<file path="src/rtl/cpu_types_pkg.sv">
// Shared CPU-side types for the memory stage: word type, controller states, word offset.
package cpu_types_pkg;
  localparam int WORD_OFF = 2;
  typedef logic [31:0] word_t;
  typedef enum logic [1:0] {IDLE, REQ, DONE} memctl_state_t;
endpackage

</file>
<file path="src/rtl/ll_link_reg.sv">
// LL/SC link register: holds the linked word address and decides set/clear priority.
module ll_link_reg #(
  parameter int WORD_W   = 32,
  parameter int BYTE_OFF = 2
) (
  input  logic              CLK,
  input  logic              nRST,
  input  logic              set_i,
  input  logic [WORD_W-1:0] set_addr_i,
  input  logic              clr_i,
  input  logic              st_i,
  input  logic [WORD_W-1:0] st_addr_i,
  input  logic              snp_i,
  input  logic [WORD_W-1:0] snp_addr_i,
  input  logic [WORD_W-1:0] chk_addr_i,
  output logic              chk_ok_o
);
  localparam int AW = WORD_W - BYTE_OFF;

  logic          valid_q, valid_d;
  logic [AW-1:0] addr_q, addr_d;
  logic          snp_hit, st_hit;

  // Shifting the whole word drops the byte offset without leaving bits unread.
  function automatic logic word_eq(input logic [WORD_W-1:0] a, input logic [AW-1:0] w);
    return (a >> BYTE_OFF) == {{BYTE_OFF{1'b0}}, w};
  endfunction

  assign snp_hit  = snp_i && word_eq(snp_addr_i, addr_q);
  assign st_hit   = st_i && word_eq(st_addr_i, addr_q);
  // A same-cycle matching invalidate makes the SC check fail.
  assign chk_ok_o = valid_q && word_eq(chk_addr_i, addr_q) && !snp_hit;

  always_comb begin
    valid_d = valid_q;
    addr_d  = addr_q;
    // LL data is newer than any invalidate arriving in the same cycle.
    if (set_i) begin
      valid_d = 1'b1;
      addr_d  = AW'(set_addr_i >> BYTE_OFF);
    end else if (clr_i || snp_hit || st_hit) begin
      valid_d = 1'b0;
    end
  end

  always_ff @(posedge CLK or negedge nRST) begin
    if (!nRST) begin
      valid_q <= 1'b0;
      addr_q  <= '0;
    end else begin
      valid_q <= valid_d;
      addr_q  <= addr_d;
    end
  end
endmodule

</file>
<file path="src/rtl/mem_access_ctrl.sv">
// Memory-stage controller: issues dcache requests from registered EX/MEM state, stalls until dhit,
// returns load data / SC status, and tracks the LL link.
module mem_access_ctrl
  import cpu_types_pkg::*;
#(
  parameter int WORD_W   = 32,
  parameter int BYTE_OFF = WORD_OFF
) (
  input  logic              CLK,
  input  logic              nRST,
  input  logic              dren_i,
  input  logic              dwen_i,
  input  logic              ll_i,
  input  logic              sc_i,
  input  logic              halt_i,
  input  logic [WORD_W-1:0] addr_i,
  input  logic [WORD_W-1:0] wdata_i,
  input  logic              dhit,
  input  logic [WORD_W-1:0] dmemload,
  input  logic              snp_inv,
  input  logic [WORD_W-1:0] snp_addr,
  output logic              dmemREN,
  output logic              dmemWEN,
  output logic [WORD_W-1:0] dmemaddr,
  output logic [WORD_W-1:0] dmemstore,
  output logic              pipe_en,
  output logic [WORD_W-1:0] load_data_o,
  output logic              mem_done_o,
  output logic              halt_o
);
  memctl_state_t     state_q, state_d;
  logic [WORD_W-1:0] req_addr_q, req_addr_d, req_data_q, req_data_d;
  logic [WORD_W-1:0] load_data_q, load_data_d;
  logic              req_rd_q, req_rd_d, req_wr_q, req_wr_d;
  logic              req_ll_q, req_ll_d, req_sc_q, req_sc_d;
  logic              halt_q, halt_d;
  logic              mem_op, sc_ok, hit_now, idle_run;

  assign mem_op   = dren_i || dwen_i;
  assign hit_now  = (state_q == REQ) && dhit;
  assign idle_run = (state_q == IDLE) && !halt_q && !mem_op;

  ll_link_reg #(.WORD_W(WORD_W), .BYTE_OFF(BYTE_OFF)) u_link (
    .CLK        (CLK),
    .nRST       (nRST),
    .set_i      (hit_now && req_ll_q),
    .set_addr_i (req_addr_q),
    .clr_i      (hit_now && req_sc_q),
    .st_i       (hit_now && req_wr_q),
    .st_addr_i  (req_addr_q),
    .snp_i      (snp_inv),
    .snp_addr_i (snp_addr),
    .chk_addr_i (addr_i),
    .chk_ok_o   (sc_ok)
  );

  always_comb begin
    state_d     = state_q;
    req_addr_d  = req_addr_q;
    req_data_d  = req_data_q;
    req_rd_d    = req_rd_q;
    req_wr_d    = req_wr_q;
    req_ll_d    = req_ll_q;
    req_sc_d    = req_sc_q;
    load_data_d = load_data_q;
    halt_d      = halt_q;
    case (state_q)
      IDLE: if (!halt_q) begin
        if (mem_op) begin
          req_addr_d = addr_i;
          req_data_d = wdata_i;
          req_rd_d   = dren_i;
          req_wr_d   = dwen_i;
          req_ll_d   = ll_i;
          req_sc_d   = sc_i;
          if (sc_i && !sc_ok) begin
            load_data_d = '0;
            state_d     = DONE;
          end else begin
            state_d = REQ;
          end
        end else if (halt_i) begin
          halt_d = 1'b1;
        end
      end
      REQ: if (dhit) begin
        if (req_sc_q)      load_data_d = WORD_W'(1);
        else if (req_rd_q) load_data_d = dmemload;
        state_d = DONE;
      end
      DONE:    state_d = IDLE;
      default: state_d = IDLE;
    endcase
  end

  always_ff @(posedge CLK or negedge nRST) begin
    if (!nRST) begin
      state_q     <= IDLE;
      req_addr_q  <= '0;
      req_data_q  <= '0;
      req_rd_q    <= 1'b0;
      req_wr_q    <= 1'b0;
      req_ll_q    <= 1'b0;
      req_sc_q    <= 1'b0;
      load_data_q <= '0;
      halt_q      <= 1'b0;
    end else begin
      state_q     <= state_d;
      req_addr_q  <= req_addr_d;
      req_data_q  <= req_data_d;
      req_rd_q    <= req_rd_d;
      req_wr_q    <= req_wr_d;
      req_ll_q    <= req_ll_d;
      req_sc_q    <= req_sc_d;
      load_data_q <= load_data_d;
      halt_q      <= halt_d;
    end
  end

  assign dmemREN     = (state_q == REQ) && req_rd_q;
  assign dmemWEN     = (state_q == REQ) && req_wr_q;
  assign dmemaddr    = req_addr_q;
  assign dmemstore   = req_data_q;
  assign load_data_o = load_data_q;
  assign halt_o      = halt_q;
  // The halting instruction itself still lets the pipe advance; the stall starts next cycle.
  assign pipe_en     = (state_q == DONE) || idle_run;
  assign mem_done_o  = (state_q == DONE) || (idle_run && !halt_i && nRST);
endmodule
</file>
<file path="config.mk">
export PLATFORM = sky130hd
export DESIGN_NAME = mem_access_ctrl
export DESIGN_NICKNAME = d
export VERILOG_FILES = /design/src/rtl/cpu_types_pkg.sv /design/src/rtl/ll_link_reg.sv /design/src/rtl/mem_access_ctrl.sv
export SDC_FILE = /design/constraint.sdc
export NUM_CORES = 1
export LEC_CHECK = 0
export CAP_MARGIN = 0
export CORE_MARGIN = 2
export CORE_UTILIZATION = 42
export DETAILED_ROUTE_END_ITERATION = 8
export PLACE_DENSITY = 0.78
export SYNTH_ARGS = -nofsm -noshare
export SYNTH_HDL_FRONTEND = slang
export SYNTH_HIERARCHICAL = 1
export SYNTH_SLANG_ARGS = --single-unit
</file>
<file path="constraint.sdc">
create_clock -name CLK -period 2.8 [get_ports CLK]
set_input_delay 0.56 -clock CLK [delete_from_list [all_inputs] [get_ports CLK]]
set_output_delay 0.56 -clock CLK [all_outputs]
set_load 0.01 [all_outputs]
</file>
Word-level counts from Yosys, hierarchy flattened
Index checks and enable logic that the tools add are counted. Widths: inputs -> output; s select.

Logic and storage cells: 70. Bits in registers: 134.

Reduce and logical (&&, ||, !) cells: 31. Mux-type cells: 17. Bitwise gates (word level): 1. Equal/unequal tests: 10.

Operators with widths (count): $mux 32 (6); $eq 30x30->1 (3); $pmux 32 s2 (1); $logic_and 1x1->1 (15); $mux 2 (4); $ne 2x2->1 const B (3); $reduce_and 3->1 (2); $reduce_and 6->1 (1); $logic_not 1->1 (5); $logic_or 1x1->1 (5); $mux 1 (5); $pmux 2 s2 (1); $reduce_bool 2->1 (2); $ne 3x3->1 const B (1); $eq 2x1->1 const B (1); $eq 2x2->1 const B (1); $logic_not 2->1 (1); $ne 2x1->1 const B (1); $not 1->1 (1).

Depth between registers and ports, before layout
Gate-level depths: netlist (run 1).

Depth after elaboration: 10. Depth in mapped cells: 10. Mapped depth without buffers: 8.

Cells and area by module
Netlist (run 1), hierarchy kept.

Modules (own cells, without submodules): mem_access_ctrl (area each 4855.9 um^2, times used 1, cells each 375); ll_link_reg (area each 2125.8 um^2, times used 1, cells each 186).

Worst setup path after synthesis (run 1)
Ideal clock, no wire load.

Path kind: input port to flip-flop. Start point: in snp_addr[2]. End point: reg load_data_q[10] (netlist: load_data_o[10]). Cell stages on the path: 10. Data required time: 2677 ps. Path slack: -83 ps. Arrival: 2760 ps. Setup time: 123 ps. Buffers on the path: 2. Cells stage by stage: xnor2_1 > nand4_1 > or4_1 > o41ai_2 > nor2_1 > or4b_4 > buf_6 > buf_6 > o211ai_2 > nand2_1.

Word-level cells in the longest chain between the ends: 8.

RTL lines: start, declared (line mem_access_ctrl.sv:21) `input logic [WORD_W-1:0] snp_addr,`; $eq 30x30->1 (line ll_link_reg.sv:26) `return (a >> BYTE_OFF) == {{BYTE_OFF{1'b0}}, w};`; $logic_and 1x1->1 (line ll_link_reg.sv:29) `assign snp_hit = snp_i && word_eq(snp_addr_i, addr_q);`; $logic_not 1->1 (line ll_link_reg.sv:32) `assign chk_ok_o = valid_q && word_eq(chk_addr_i, addr_q) && !snp_hit;`; $logic_and 1x1->1 (line ll_link_reg.sv:32); via sc_ok (line mem_access_ctrl.sv:37) `logic mem_op, sc_ok, hit_now, idle_run;`; $logic_not 1->1 (line mem_access_ctrl.sv:76) `if (sc_i && !sc_ok) begin`; $logic_and 1x1->1 (line mem_access_ctrl.sv:76); $ne 2x1->1 (no source line); $reduce_and 6->1 (no source line); end signal, assigned (line mem_access_ctrl.sv:115) `load_data_q <= load_data_d;`; end, declared (line mem_access_ctrl.sv:33) `logic [WORD_W-1:0] load_data_q, load_data_d;`.

The timed path passes the listed nets, and every way through them passes these cells. A chain may end at the register's enable or synchronous reset.

Worst setup path after layout (run 1)
Start point: in snp_addr[28]. End point: reg load_data_q[23] (netlist: load_data_o[23]).

The elaborated chain is that of the path after synthesis.

==> results of run 1 <==
cell type report:
type | count | area [um2]
fillers | 1225 | 5949
flip-flops and latches | 134 | 3353
repair buffers | 279 | 2800
clock inverters | 8 | 76.32
well taps | 220 | 275.3
diodes | 1 | 2.502
multi-input cells | 384 | 3475
inverters | 2 | 7.507
clock buffers | 23 | 467.9
layout by cell type, fill, tap and decap left out, drive strengths merged, types with 24 or more instances in the layout:
master / synthesis / routed
clkdlybuf4s50: 0 / 215
xor2: 25 / 25
clkbuf: 18 / 24
nand2: 32 / 32
mux2: 98 / 98
o211ai: 32 / 32
dfrtp: 134 / 134
xnor2: 65 / 65
buf: 23 / 44
path summary, 6_finish.rpt:
path,slack [ps],to,start,depth (start not counted)
min in group CLK,480,dmemstore[8],dmemstore[8],1
max in group asynchronous,1930,state_q[1],nRST,2
hold reg to reg,480,dmemstore[8],dmemstore[8],1
setup / recovery,-190,load_data_o[23],snp_addr[28],11
hold / removal,190,dmemstore[11],nRST,2
setup reg to reg,-160,load_data_o[23],u_link/addr_q[26],10
metrics by stage:
stage / instance area (um2) / total power (W)
after global routing: 10460 / 0.01070
after CTS: 10400 / 0.01019
final: 10460 / 0.01015
after floorplan: 6982 / 0.005664
after global placement: 9754 / 0.007855
after detailed placement: 9754 / 0.008010
worst register-to-register path, delay by kind of cell, from the launching register on:
kind,cells,cell delay (ps)
xor gates and xnor gates,1,180
DFF,1,410
AOI/OAI and AO/OA,2,540
and+or+nand+nor,5,1430
buffers and inverters,2,300
cells by family (layout without fill, tap and decap cells):
group,count (synthesis),count (layout),synth area share
flops,134,134,0.4803
simple gates,123,123,0.1170
mux,98,98,0.1581
xor+xnor,90,90,0.1129
compound gates,73,73,0.09946
buf+inv,43,312,0.03226
other cells,0,1,0
repair_timing:
item / in CTS / in global routing
setup endpoints to repair: 33 / 33
resized for setup: 24 / 10
buffers inserted: 3 / 1
cloned: 2 / 1
pin swaps: 10 / 20
hold endpoints to repair: 0 / 0
flip-flops by register name (all words and copies together) (netlist names):
signal,flops
halt_o,1
req_wr_q,1
req_rd_q,1
u_link/valid_q,1
u_link/addr_q,30
dmemaddr,32
load_data_o,32
dmemstore,32
req_sc_q,1
req_ll_q,1
state_q,2
layer usage:
| metal | part of all wire | global-route usage | up-vias |
|---|---|---|---|
| li1 | - | - | 2578 |
| met1 | 0.41 | 0.2911 | 2742 |
| met2 | 0.50 | 0.3834 | 230 |
| met3 | 0.072 | 0.06322 | 30 |
| met4 | 0.018 | 0.08184 | 0 |
| met5 | 0 | 0 | - |
where the power goes:
| part | total [W] | switching, W | internal, W | leakage (nW) |
|---|---|---|---|---|
| combinational | 0.00437 | 0.00168 | 0.00269 | 2.36 |
| clock | 0.00208 | 0.000823 | 0.00126 | 0.259 |
| sequential | 0.00370 | 0.000871 | 0.00283 | 1.66 |
| total | 0.0101 | 0.00337 | 0.00677 | 4.28 |
==> qor.csv, run 1 <==
stage;metric;value;unit
drt;wire_per_inst;19.17;um
timing;clock_skew;8.710;ps
worst_setup_path;crit_path_end_kind;flip-flop;
finish;nets;955;
logic_synthesis;syn_inst;561;
logic_synthesis;synth.most_common_cell;dfrtp_1;
outcome;outcome;complete, but fails checks;
logic_synthesis;synth.avg_cell_area;12.45;um2
grt;grt-ovfl-total;0;
worst_setup_path;required;3100;ps
timing;setup_violations;33;
logic_synthesis;synth_seq_area_share;0.4803;
cts;path_clk_slew;60;ps
power_and_ir_drop;irDropWorstVdd;0.5882;mV
finish;syn_to_final_growth;49.78;%
floorplan;chipHeight;132.9;um
worst_setup_path;cp_top_family;simple AND/OR/NAND/NOR gates;
drt;firstDrtPassIters;4;
timing;postLayoutSetupSlackWorst;-190.0;ps
timing;finalSetupTns;-4976;ps
placement;dp.cells;1013;
cts;clkLatencyLatePin;420;ps
logic_synthesis;ys_types;37;
worst_setup_path;path_class;in -> reg;
worst_setup_path;path_cells;dlygate4sd2_1 > xnor2_2 > nand4_1 > or4_4 > o41ai_4 > nor2_2 > or4b_4 > buf_12 > buf_6 > o211ai_2 > nand2_1;
grt;grt_use_total;0.2311;
grt;grt_pass1_wl;31.97;mm
timing;report.final.slew_viol_count;0;
timing;rsz0062_at_grt;yes;
worst_setup_path;cp_num_buf_inv;3;
logic_synthesis;yosys-top-cells-count;dfrtp_1 (134), mux2_2 (89), xnor2_1 (65);
floorplan;placementRows;47;
timing;report.final.hold_viol_count;0;
cts;clock_sinks;134;
logic_synthesis;synth-main-ff-cell;dfrtp_1;
finish;finalNonFillerCells;1051;
timing;fmax;0.3344;GHz
drt;vias;5580;
logic_synthesis;synth-edff-count;0;
drt;drtAntennaViolNets;0;
power_and_ir_drop;pwr_density_cell;970.2;nW/um2
grt;grt_pass1_vias;5816;
placement;globalplace.congestion;0.8364;
floorplan;die_area;17670;um2
drt;drc;0;
grt;grt_max_degree;135;
worst_setup_path;slowest_stage;or4_4;
cts;ctsHtreeMaxLevel;4;
floorplan;floorplan.initialDensity;0.4255;
floorplan;pin_count;238;
finish;utilization;0.6374;
floorplan;core;16410;um2
placement;io_buffer_count;235;
finish;drive_gt1_frac;0.2458;
worst_setup_path;max_stage_delay;550;ps
cts;cts-root-buf;clkbuf_16;
cts;cts_tree;yes;
worst_setup_path;path_max_fanout;5;
grt;antenna_found_initial;1;
logic_synthesis;synth_seq_cells;134;
timing;hold-worst-slack;192.6;ps
logic_synthesis;synth_fp_nets;698;
placement;dpl_worst_slack;-723.8;ps
drt;drt-total-wl;20.14;mm
logic_synthesis;synthTopCellsByArea;dfrtp_1 (48%), mux2_2 (14%), xnor2_1 (8.2%);
cts;clk_path_buf_depth;2;
logic_synthesis;synth_area_leader_cell;dfrtp_1;
worst_setup_path;crit_path_start_kind;primary input;
cts;postCtsHoldBufs;0;
logic_synthesis;synth_top_area_frac;0.4803;
logic_synthesis;synthArstFlopShare;1.000;
placement;post-dp-hpwl;14.08;mm
worst_setup_path;arrival;3290;ps
timing;min_period;2990;ps
drt;vias_per_cell;5.309;
drt;drtIter0Drc;345;
timing;tightest_slew;828.6;ps
logic_synthesis;synth_area;6982;um2
hold_path;hold_path.class;in -> async;
timing;relSlewSlack;0.4476;
cts;cts-buffers-inserted;17;
outcome;violations;setup timing;
logic_synthesis;yosys_warnings;6;
job;cap_violations;0;
floorplan;die_w;132.9;um
timing;period_share;1.068;
power_and_ir_drop;p_leak;4.279;nW
No activity file was read; power rests on OpenSTA's default activity.
==> run 2, diff against run 1 <==
--- a/config.mk
+++ b/config.mk
@@ -10,4 +10,5 @@
 export CORE_UTILIZATION = 42
 export DETAILED_ROUTE_END_ITERATION = 8
+export HOLD_SLACK_MARGIN = 0.1
 export PLACE_DENSITY = 0.78
 export SYNTH_ARGS = -nofsm -noshare
==> constraint.sdc (replaced) <==
create_clock -name CLK -period 2.8 [get_ports CLK]
set_input_delay 0.28 -clock CLK [delete_from_list [all_inputs] [get_ports CLK]]
set_output_delay 0.28 -clock CLK [all_outputs]
set_load 0.01 [all_outputs]
==> qor.csv, run 2 (synthesis results as in run 1) <==
stage;metric;value;unit;change
outcome;outcome;complete, but fails checks;;
outcome;violations;setup timing;;
floorplan;pin_count;238;;unchanged
cts;cts-root-buf;clkbuf_16;;
power_and_ir_drop;p_leak;4.202;nW;-1.8%
placement;post-dp-hpwl;14.03;mm;-0.41%
grt;grt_max_degree;135;;unchanged
drt;firstDrtPassIters;5;;+1
worst_setup_path;crit_path_end_kind;flip-flop;;
timing;relSlewSlack;0.4156;;-0.03207
cts;clock_sinks;134;;unchanged
floorplan;chipHeight;132.9;um;unchanged
drt;wire_per_inst;19.44;um;+1.4%
finish;fill_cells;1233;;+0.65%
placement;globalplace.congestion;0.8181;;-2.2%
timing;period_share;1.010;;-0.05798
timing;fmax;0.3536;GHz;+5.7%
finish;layout_common_cells;clkdlybuf4s50_1 (234), dfrtp_1 (134), mux2_2 (89);;
drt;vias_per_cell;5.353;;+0.82%
grt;grt_pass1_wl;31.99;mm;about the same
drt;drtAntennaViolNets;0;;unchanged
power_and_ir_drop;pwr_density_cell;994.8;nW/um2;+2.5%
finish;drive_gt1_frac;0.2363;;-0.009486
grt;grt-ovfl-total;0;;unchanged
floorplan;floorplan.initialDensity;0.4255;;unchanged
timing;rsz0062_at_grt;yes;;
drt;drtIter0Drc;311;;-9.9%
timing;setup_violations;15;;-55%
finish;nets;946;;-0.94%
drt;wl_met2;9.851;mm;-2.5%
worst_setup_path;path_class;reg -> reg;;
drt;met3_length;1.677;mm;+15%
drt;drc;0;;unchanged
finish;multi_input_area;3456;um2;-0.54%
worst_setup_path;path_max_fanout;8;;+3
grt;grt_pass1_vias;5804;;-0.21%
cts;clk_path_buf_depth;2;;unchanged
grt;grt_use_total;0.2315;;+0.0003855
timing;tightest_slew;876.7;ps;+48.10 ps
power_and_ir_drop;irDropWorstVdd;0.6687;mV;+14%
drt;vias;5572;;-0.14%
drt;dr.max_layer_used;met5;;
worst_setup_path;required;3090;ps;about the same
timing;min_period;2828;ps;-162.3 ps
grt;antenna_found_initial;1;;unchanged
worst_setup_path;arrival;3120;ps;-170 ps
drt;drt-total-wl;20.23;mm;+0.44%
timing;report.final.hold_viol_count;0;;unchanged
finish;antenna_cells;0;;-1
hold_path;hold_path.class;in -> async;;
cts;cts_tree;yes;;
floorplan;die_w;132.9;um;unchanged
floorplan;die_area;17670;um2;unchanged
cts;cts-buffers-inserted;17;;unchanged
floorplan;placementRows;47;;unchanged
timing;clock_skew;15.89;ps;+7.175 ps
finish;fin_area;10420;um2;-0.33%
placement;dpl_worst_slack;-528.3;ps;+195.5 ps
placement;io_buffer_count;235;;unchanged
finish;syn_to_final_growth;49.28;%;
cts;clkLatencyLatePin;420;ps;about the same
timing;postLayoutSetupSlackWorst;-27.71;ps;+162.3 ps
floorplan;core;16410;um2;unchanged
job;cap_violations;0;;unchanged
drt;wl_met1;8.414;mm;+2.4%
cts;ctsHtreeMaxLevel;4;;unchanged
placement;place_area;9674;um2;-0.82%
timing;report.final.slew_viol_count;0;;unchanged
finish;seqCellArea;3353;um2;unchanged
worst_setup_path;crit_path_start_kind;flip-flop;;
cts;path_clk_slew;60;ps;about the same
finish;layout_commonest_cell;clkdlybuf4s50_1;;
[run 2: changes by cell type in the layout (fill, tap and decap cells not counted), moves of 3 or more]
cell and delta:
clkbuf_1 -3, clkdlybuf4s50_1 +19, buf_6 -3, buf_12 -3, buf_4 -5, dlygate4sd2_1 -18
[run 2: area by class of cell]
cell class	instances	share of cell area
timing repair buffer	270	0.2613
sequential	134	0.3217
inverter	2	0.0007203
clock inverter	11	0.01441
multi-input combinational	384	0.3316
tap	220	0.02641
clock buffer	20	0.04382
[run 2: worst max-delay path: stages, from the launching register on]
cell	delay, ps
dfrtp_1	390
xor2_1	160
nor4_2	320
nand4_1	250
o41ai_4	430
nor2_2	80
or4b_4	620
clkbuf_16	220
o211ai_2	160
nand2_1	70
[run 2: power by group]
group          total (W)  internal, W  switching, W
Combinational    0.00434      0.00267       0.00167
Clock            0.00230      0.00144      0.000852
Sequential       0.00374      0.00283      0.000910
[run 2: timing repair]
item,4_1_cts,5_1_grt
gates cloned,1,2
setup buffers,1,1
gates resized for setup,7,1
hold buffers,1,0
pin swaps,11,10
endpoints found under the setup margin,33,33
hold endpoints to repair,134,0
[run 2: metrics by stage]
| stage | hold slack [ps] | instances | util | TNS, ps | power (W) |
|---|---|---|---|---|---|
| after floorplan | -15.59 | 561 | - | 0 | 0.005664 |
| after global placement | 454.1 | 1004 | 0.5896 | -15370 | 0.007844 |
| after detailed placement | 471.5 | 1004 | 0.5896 | -15950 | 0.008010 |
| after CTS | 457.7 | 1038 | 0.6317 | 0 | 0.01043 |
| after global routing | 458.3 | 1041 | 0.6352 | -3418 | 0.01094 |
| final | 457.1 | 1041 | 0.6352 | -174.2 | 0.01037 |
[run 2: worst paths after layout]
path	startpoint	endpoint	slack, ps	cells past startpoint
max in group asynchronous	nRST	dmemstore[18]	1590	3
min in group CLK	wdata_i[12]	dmemstore[12]	470	2
worst max-delay path	u_link/addr_q[14]	load_data_o[25]	-30	9
worst min-delay path	nRST	dmemstore[6]	460	3
worst min register to register	dmemstore[10]	dmemstore[10]	490	1
worst max register to register	u_link/addr_q[14]	load_data_o[25]	-30	9
[run 2: per-layer routing]
metal / track usage / up-vias
met5: 0 / -
met4: 0.05317 / 2
met3: 0.07011 / 22
met2: 0.3840 / 240
met1: 0.2990 / 2753
li1: - / 2555
